## config.mk

```make
export PLATFORM = sky130hd
export DESIGN_NAME = traffic_light_fsm
export DESIGN_NICKNAME = d
export VERILOG_FILES = /design/src/rtl/traffic_pkg.sv /design/src/rtl/time_param_regs.sv /design/src/rtl/traffic_light_fsm.sv
export SDC_FILE = /design/constraint.sdc
export NUM_CORES = 1
export LEC_CHECK = 0
export CAP_MARGIN = 5
export CORE_AREA = 4 4 74 56
export DETAILED_ROUTE_END_ITERATION = 12
export DIE_AREA = 0 0 78 60
export PLACE_DENSITY = 0.89
export SETUP_SLACK_MARGIN = 0.3
export SYNTH_ARGS = -nofsm -noshare
export SYNTH_HDL_FRONTEND = slang
export SYNTH_SLANG_ARGS = --single-unit
```

## constraint.sdc

```tcl
create_clock -name clk -period 4.04 [get_ports clk]
set_clock_uncertainty 0.15 [all_clocks]
set_input_delay 0.808 -clock clk [delete_from_list [all_inputs] [get_ports clk]]
set_output_delay 0.808 -clock clk [all_outputs]
set_load 0.05 [all_outputs]
```

## src/rtl/traffic_pkg.sv

```systemverilog
// Shared types, light encodings, selector codes and default intervals for the traffic light controller.
package traffic_pkg;

    localparam int unsigned TIME_W  = 7;
    localparam int unsigned LIGHT_W = 3;
    localparam int unsigned SEL_W   = 2;

    typedef enum logic [2:0] {
        MAIN_G     = 3'd0,
        MAIN_G_EXT = 3'd1,
        MAIN_Y     = 3'd2,
        WALK       = 3'd3,
        SIDE_G     = 3'd4,
        SIDE_G_EXT = 3'd5,
        SIDE_Y     = 3'd6
    } state_t;

    // Lamp encodings are {R,Y,G}
    localparam logic [LIGHT_W-1:0] RED = 3'b100;
    localparam logic [LIGHT_W-1:0] YEL = 3'b010;
    localparam logic [LIGHT_W-1:0] GRN = 3'b001;

    localparam logic [SEL_W-1:0] SEL_BASE = 2'b00;
    localparam logic [SEL_W-1:0] SEL_EXT  = 2'b01;
    localparam logic [SEL_W-1:0] SEL_YEL  = 2'b10;
    localparam logic [SEL_W-1:0] SEL_NONE = 2'b11;

    localparam logic [TIME_W-1:0] DEF_BASE = 7'd6;
    localparam logic [TIME_W-1:0] DEF_EXT  = 7'd3;
    localparam logic [TIME_W-1:0] DEF_YEL  = 7'd2;

    typedef struct packed {
        logic [TIME_W-1:0] base;
        logic [TIME_W-1:0] ext;
        logic [TIME_W-1:0] yel;
    } intervals_t;

endpackage

```

## src/rtl/time_param_regs.sv

```systemverilog
// Programmable interval registers; a written value of zero restores that register's default.
module time_param_regs
    import traffic_pkg::*;
#(
    parameter logic [TIME_W-1:0] BASE_DEFAULT = DEF_BASE,
    parameter logic [TIME_W-1:0] EXT_DEFAULT  = DEF_EXT,
    parameter logic [TIME_W-1:0] YEL_DEFAULT  = DEF_YEL
) (
    input  logic              clk,
    input  logic              reset,
    input  logic              reprogram,
    input  logic [SEL_W-1:0]  timeSelector,
    input  logic [TIME_W-1:0] timeValue,
    output intervals_t        intervals
);

    logic value_is_zero;

    assign value_is_zero = (timeValue == '0);

    always_ff @(posedge clk or negedge reset) begin
        if (!reset) begin
            intervals <= '{base: BASE_DEFAULT, ext: EXT_DEFAULT, yel: YEL_DEFAULT};
        end else if (reprogram) begin
            case (timeSelector)
                SEL_BASE: intervals.base <= value_is_zero ? BASE_DEFAULT : timeValue;
                SEL_EXT:  intervals.ext  <= value_is_zero ? EXT_DEFAULT  : timeValue;
                SEL_YEL:  intervals.yel  <= value_is_zero ? YEL_DEFAULT  : timeValue;
                default:  ;
            endcase
        end
    end

endmodule

```

## src/rtl/traffic_light_fsm.sv

```systemverilog
// Main/side street traffic light controller with pedestrian walk phase and an external interval timer.
module traffic_light_fsm
    import traffic_pkg::*;
#(
    parameter logic [TIME_W-1:0] BASE_DEFAULT = DEF_BASE,
    parameter logic [TIME_W-1:0] EXT_DEFAULT  = DEF_EXT,
    parameter logic [TIME_W-1:0] YEL_DEFAULT  = DEF_YEL
) (
    input  logic               clk,
    input  logic               reset,
    input  logic               sensor,
    input  logic               walkRequest,
    input  logic               reprogram,
    input  logic [SEL_W-1:0]   timeSelector,
    input  logic [TIME_W-1:0]  timeValue,
    input  logic               expired,
    output logic               startTimer,
    output logic [TIME_W-1:0]  timeParameter,
    output logic [LIGHT_W-1:0] mainLights,
    output logic [LIGHT_W-1:0] sideLights,
    output logic               walk
);

    state_t             state;
    state_t             state_next;
    intervals_t         intervals;
    logic               restart_q;
    logic               walk_pending;
    logic               advance;
    logic               load;
    logic               start_next;
    logic               walk_next;
    logic [TIME_W-1:0]  param_next;
    logic [LIGHT_W-1:0] main_next;
    logic [LIGHT_W-1:0] side_next;

    time_param_regs #(
        .BASE_DEFAULT (BASE_DEFAULT),
        .EXT_DEFAULT  (EXT_DEFAULT),
        .YEL_DEFAULT  (YEL_DEFAULT)
    ) u_regs (
        .clk          (clk),
        .reset        (reset),
        .reprogram    (reprogram),
        .timeSelector (timeSelector),
        .timeValue    (timeValue),
        .intervals    (intervals)
    );

    // restart_q marks a MAIN_G restart owed after reset release or after reprogram falls
    always_ff @(posedge clk or negedge reset) begin
        if (!reset) begin
            state         <= MAIN_G;
            restart_q     <= 1'b1;
            walk_pending  <= 1'b0;
            startTimer    <= 1'b0;
            timeParameter <= BASE_DEFAULT;
            mainLights    <= GRN;
            sideLights    <= RED;
            walk          <= 1'b0;
        end else begin
            state         <= state_next;
            restart_q     <= reprogram;
            startTimer    <= start_next;
            timeParameter <= param_next;
            mainLights    <= main_next;
            sideLights    <= side_next;
            walk          <= walk_next;
            if (advance && (state_next == WALK)) begin
                walk_pending <= 1'b0;
            end else if (walkRequest) begin
                walk_pending <= 1'b1;
            end
        end
    end

    // Next state: reprogram overrides everything; expired is ignored while a timer load is in flight
    always_comb begin
        state_next = state;
        advance    = 1'b0;
        if (reprogram) begin
            state_next = MAIN_G;
        end else if (expired && !startTimer && !restart_q) begin
            advance = 1'b1;
            case (state)
                MAIN_G:     state_next = sensor ? MAIN_Y : MAIN_G_EXT;
                MAIN_G_EXT: state_next = MAIN_Y;
                MAIN_Y:     state_next = walk_pending ? WALK : SIDE_G;
                WALK:       state_next = SIDE_G;
                SIDE_G:     state_next = sensor ? SIDE_G_EXT : SIDE_Y;
                SIDE_G_EXT: state_next = SIDE_Y;
                SIDE_Y:     state_next = MAIN_G;
                default:    state_next = MAIN_G;
            endcase
        end
    end

    assign load = advance | (restart_q & ~reprogram);

    // Output decode from the upcoming state so the registered lamps track the current state
    always_comb begin
        main_next  = RED;
        side_next  = RED;
        walk_next  = 1'b0;
        start_next = load;
        param_next = timeParameter;
        case (state_next)
            MAIN_G, MAIN_G_EXT: main_next = GRN;
            MAIN_Y:             main_next = YEL;
            SIDE_G, SIDE_G_EXT: side_next = GRN;
            SIDE_Y:             side_next = YEL;
            WALK:               walk_next = 1'b1;
            default:            ;
        endcase
        if (load) begin
            case (state_next)
                MAIN_Y, SIDE_Y:   param_next = intervals.yel;
                WALK, SIDE_G_EXT: param_next = intervals.ext;
                default:          param_next = intervals.base;
            endcase
        end
    end

endmodule

```

# Word level (Yosys, flattened, before mapping)
# Cells that the tools add are included.
[op_classes]
eq_ne = 13
muxes = 17
bitwise = 3
reduce_logical = 17
[ops]
columns = ["cell", "n"]
rows = [
  ["2-to-1 mux 7 bit", 3],
  ["one-hot mux 3 bit (6 select lines)", 1],
  ["== test 3 bit, second input constant", 5],
  ["one-hot mux 7 bit (2 select lines)", 1],
  ["== test 3 x 2 -> 1 bit, second input constant", 4],
  ["one-hot mux 3 bit (2 select lines)", 2],
  ["2-to-1 mux 3 bit", 3],
  ["OR reduction 2 bit", 4],
  ["zero test 7 bit", 1],
  ["== test 3 x 1 -> 1 bit, second input constant", 2],
  ["zero test 3 bit", 2],
  ["AND reduction 2 bit", 3],
  ["2-to-1 mux 1 bit", 5],
  ["2-to-1 mux 2 bit", 2],
  ["logical AND 1 bit", 3],
  ["== test 2 x 1 -> 1 bit, second input constant", 1],
  ["== test 2 bit, second input constant", 1],
  ["zero test 1 bit", 2],
  ["zero test 2 bit", 1],
  ["nonzero test 2 bit", 1],
  ["bitwise AND 1 bit", 1],
  ["inverter 1 bit", 1],
  ["bitwise OR 1 bit", 1],
]
[totals]
ff_bits = 41
in_bits = 15
out_inout_bits = 15
word_cells = 61

# Longest topological paths before layout
[logic_depth]
word_depth = 8
mapped_depth = 9
ltp_nobuf = 8

# Hierarchy
# From an unflattened synthesis, not the netlist that was laid out.
[hier_totals]
cells_unflattened = 164
area_unflattened_um2 = 1851.8
[modules_own_cells]
columns = ["module", "n_inst", "cells_each", "area_per_inst_um2", "seq_area_each_um2"]
rows = [
  ["traffic_light_fsm", 1, 95, 1003.5, 506.7],
  ["time_param_regs", 1, 69, 848.3, 531.8],
]

# Worst setup path after synthesis
# OpenSTA, ideal clock, no wires.
[synth_timing]
kind = "input to register"
start = "input port expired"
end = "register timeParameter[0]"
arrival_ns = 2.242
required_time_ns = 3.764
slack_ns = 1.522
stages = 8
n_path_buf = 0
path_cell_list = "nor3b_4 -> o21a_1 -> mux2_4 -> or2_4 -> clkinv_8 -> a21oi_2 -> nor3_1 -> a311o_1"
[synth_between]
elab_chain_len = 7
elab_cells_between_ends = 14
[synth_rtl]
columns = ["item", "line", "rtl"]
rows = [
  ["start: declaration", "traffic_light_fsm.sv:16", "input logic expired,"],
  ["logical AND 1 bit * (2 in a row)", "traffic_light_fsm.sv:83", "end else if (expired && !startTimer && !restart_q) begin"],
  ["2-to-1 mux 3 bit *", "traffic_light_fsm.sv:83", ""],
  ["2-to-1 mux 3 bit *", "traffic_light_fsm.sv:81", "if (reprogram) begin"],
  ["via state_next[1]", "traffic_light_fsm.sv:25", "state_t state_next;"],
  ["== test 3 x 2 -> 1 bit / == test 3 bit (equally long branches)", "traffic_light_fsm.sv:116", "case (state_next)"],
  ["OR reduction 2 bit", "traffic_light_fsm.sv:116", ""],
  ["one-hot mux 7 bit (2 select lines) *", "traffic_light_fsm.sv:116", ""],
  ["end signal: assignment", "traffic_light_fsm.sv:65", "timeParameter <= param_next;"],
  ["end: declaration", "traffic_light_fsm.sv:18", "output logic [TIME_W-1:0] timeParameter,"],
]
# The timed path passes the listed nets; every way through them passes the cells marked *.
# A chain may end at the register's enable or synchronous reset.

# Worst setup path after layout
[layout_timing]
start = "input port expired"
end = "register timeParameter[4]"
# The elaborated chain is that of the path after synthesis.

==> out/qor.log <==
INFO  clock_network  h-tree-depth=2
INFO  critical_path  r2r_start=startTimer
INFO  critical_path  worst-path-max-fanout=10
INFO  synth          synth_cell_types=36
INFO  critical_path  cp_data_required_time=4070ps
INFO  critical_path  critical_path.slowest_cell=sky130_fd_sc_hd__clkdlybuf4s50_1
INFO  min_path       hp-start=u_regs.intervals[7]
INFO  clock_network  numCtsBuffers=5
INFO  critical_path  critical_path_cell_by_cell=clkdlybuf4s50_1, nor3b_4, nand4b_1, a21oi_4, xor2_1, nor3_1, a311o_1
INFO  synth          ys_async_sr_fraction=100.0%
INFO  synth          dominantRegCellSynth=sky130_fd_sc_hd__dfrtp_1
INFO  synth          synthCells=164
INFO  clock_network  clock_tree.root_cell=sky130_fd_sc_hd__clkbuf_8
INFO  routing        detail-route-antenna-nets=0
INFO  routing        post-route-drc-count=0
INFO  critical_path  worst_path_dominant_cell_family=simple AND/OR/NAND/NOR gates
INFO  routing        via_count=1,372
INFO  placement      detailed_place_hpwl=2924µm
INFO  sta            slew_headroom=41.50%
INFO  pwr            power.leakage=0.9461nW
INFO  grt            grt_first_pass_wirelength=6713µm
INFO  sta            post-route-min-period=3035ps
INFO  critical_path  critPathLaunch=expired
INFO  floorplan      start_util=55.85%
INFO  floorplan      dieArea=4680µm²
INFO  critical_path  highest_cell_delay_on_the_worst_timing_path=490ps
INFO  grt            antenna_found_initial=0
INFO  routing        detail_route.first_pass.iterations=4
INFO  routing        dr.first_iter.drc_count=63
INFO  pwr            pwr_per_cell_area=477.0nW/µm²
INFO  sta            grt_setup_unrepaired=no
INFO  placement      portBuffers=29
INFO  cells_and_area diodes_inserted=0
INFO  routing        drt-total-wl=4115µm
INFO  clock_network  clock_insertion_delay_worst_skew=300ps
INFO  sta            setup_viol=0
INFO  clock_network  post-cts-setup-buffer-count=0
INFO  synth          synth.yosys.warnings=0
INFO  critical_path  timing.critical_path.buf_inv=1
INFO  sta            fmax=0.3295GHz
INFO  synth          ys_seq_area_share=54.68%
INFO  clock_network  holdBufCountCts=0
INFO  synth          synth_enable_flop_cells=0
INFO  grt            first_global_vias=1,386
INFO  sta            worst-slew-pin-transition=877.6ps
INFO  pwr            max-vdd-ir-drop=0.0002630V
INFO  clock_network  clk_path_buf_depth=2
INFO  sta            hold_viol=0
INFO  synth          post_synthesis_cell_area=1899µm²
INFO  clock_network  cts.repair.resized=0
INFO  grt            largest_net_degree_at_the_start_of_global_routing=42
INFO  cells_and_area finish.cell_count_without_fillers=246
INFO  cells_and_area post_route_cells_drive_above_1_share=24.49%
INFO  run            timing.max_cap.violations=0
INFO  placement      dp.cells=238
INFO  sta            min_period_over_period=75.12%
INFO  synth          syn-num-nets=179
INFO  floorplan      top_level_ports=30
INFO  critical_path  setup.worst_path.start_class=input port
INFO  synth          syn_area_per_cell=11.58µm²
INFO  grt            grt_remaining_overflow=0
INFO  sta            count_of_final_max_slew_check_failures=0
INFO  cells_and_area finalCoreUtilization=68.43%
INFO  min_path       min_path_type=flop to flop
INFO  run_status     outcome=finished, final reports clean
INFO  routing        vias_per_cell=5.577
INFO  floorplan      rows=18
INFO  critical_path  cp_data_arrival_time=3070ps
INFO  synth          flip_flop_and_latch_count_after_synthesis=41
INFO  critical_path  timing.setup.critical_path_class=input port to flop
INFO  critical_path  critical_path.endpoint_type=flop
INFO  clock_network  clk_pin_slew_worst_paths=80ps
INFO  floorplan      die_width=78µm
INFO  pwr            report.power.total=1.110mW
INFO  routing        routed_wire_length_per_instance=16.73µm
INFO  placement      routabilityCongestion=0.8120
INFO  sta            hold_ws=333.8ps
INFO  floorplan      core_region_area=3401µm²
INFO  clock_network  clock_sink_count=41
INFO  cells_and_area finish.net_count=210
INFO  clock_network  tritoncts=yes
INFO  floorplan      die_h=60µm
INFO  cells_and_area synthToLayoutAreaGrowth=22.53%
INFO  sta            timing.setup.tns=0ps
INFO  grt            grt_util_all_layers=19.11%
## final cells by class
type / count / area, µm²
Multi-Input combinational cell: 113 / 808.3
Sequential cell: 41 / 1039
Inverter: 5 / 31.28
Fill cell: 246 / 1074
Tap cell: 50 / 62.56
Clock inverter: 1 / 5.005
Timing Repair Buffer: 29 / 285.3
Clock buffer: 7 / 96.34
## tightest hold or removal path: cells and delay by family (launching register included)
family	cells	cell delay, ps
AO/OA/AOI/OAI	1	60
AND/OR/NAND/NOR	1	40
flip-flops	1	370
## report_power, final
| part | switching (mW) | internal (mW) |
|---|---|---|
| clock network | 0.137 | 0.154 |
| logic | 0.165 | 0.122 |
| registers | 0.0482 | 0.483 |
| total | 0.350 | 0.760 |
## flip-flops by register name, indices dropped and copies added (netlist names), 3 cells and up
name,flops
timeParameter,7
state,3
sideLights,3
u_regs.intervals,21
mainLights,3
## metal layers
metal / track usage, % / routed length (µm)
met2: 32.80 / 2054
met5: 0 / 0
met3: 5.723 / 236
met1: 23.56 / 1784
met4: 6.234 / 40
## layout by cell type (no fill, tap or decap)
master	count
sky130_fd_sc_hd__o21ai_0	11
sky130_fd_sc_hd__nand2b_1	8
sky130_fd_sc_hd__mux2_2	16
sky130_fd_sc_hd__inv_1	4
sky130_fd_sc_hd__or2_0	1
sky130_fd_sc_hd__o21ai_2	1
sky130_fd_sc_hd__a21bo_2	1
sky130_fd_sc_hd__or2_4	1
sky130_fd_sc_hd__nor4_1	1
sky130_fd_sc_hd__a21oi_4	1
sky130_fd_sc_hd__xnor2_4	1
sky130_fd_sc_hd__nor3b_4	1
sky130_fd_sc_hd__dfstp_2	10
sky130_fd_sc_hd__nor3b_2	1
sky130_fd_sc_hd__o21a_1	1
sky130_fd_sc_hd__and3b_1	1
sky130_fd_sc_hd__clkbuf_8	7
sky130_fd_sc_hd__or2_2	1
sky130_fd_sc_hd__or4_1	1
sky130_fd_sc_hd__o31ai_2	1
sky130_fd_sc_hd__a311o_1	7
sky130_fd_sc_hd__dfrtp_1	31
sky130_fd_sc_hd__nand2_1	4
sky130_fd_sc_hd__and2b_2	1
sky130_fd_sc_hd__nor3_1	16
sky130_fd_sc_hd__buf_2	1
sky130_fd_sc_hd__clkinv_8	1
sky130_fd_sc_hd__nand4b_1	1
sky130_fd_sc_hd__a21oi_1	4
sky130_fd_sc_hd__xor2_1	3
sky130_fd_sc_hd__nor3b_1	1
sky130_fd_sc_hd__a21oi_2	1
sky130_fd_sc_hd__clkdlybuf4s50_1	28
sky130_fd_sc_hd__o21bai_1	1
sky130_fd_sc_hd__nand3b_1	2
sky130_fd_sc_hd__clkinv_2	1
sky130_fd_sc_hd__nor2_1	22
sky130_fd_sc_hd__mux2_4	1
## path summary, 6_finish.rpt
path	slack, ps	depth (start not counted)	endpoint
worst min-delay path	330	2	u_regs.intervals[7]
max in group asynchronous	2710	1	u_regs.intervals[14]
worst min register to register	330	2	u_regs.intervals[7]
worst max-delay path	1010	7	timeParameter[4]
worst max register to register	1580	6	timeParameter[4]
min in group asynchronous	480	1	u_regs.intervals[3]
## stage by stage
step                      setup slack, ps  area [µm²]
after floorplan                      1522        1899
after global placement              838.1        2226
after detailed placement            743.1        2226
after CTS                            1015        2327
after global routing                880.9        2327
final                                1005        2327
## Yosys cell counts (all sizes together), types with 2 or more instances
cell / count / area (µm²)
nor3: 16 / 80.08
xor2: 3 / 26.28
dfrtp: 31 / 775.7
dfstp: 10 / 262.8
nor3b: 3 / 38.79
nand2: 4 / 15.01
clkbuf: 3 / 11.26
mux2: 17 / 195.2
a311o: 7 / 70.07
inv: 4 / 15.01
or2: 3 / 21.28
a21oi: 6 / 45.05
o21ai: 12 / 63.81
nand3b: 2 / 15.01
nor2: 22 / 82.58
nand2b: 8 / 50.05
buf: 2 / 10.01
## cell families after synthesis
family | synth area share [%]
xor+xnor | 2.833
buf+inv | 2.767
mux | 10.28
compound gates | 11.40
simple gates | 18.05
flops | 54.68
(Power assumes the default switching activity.)
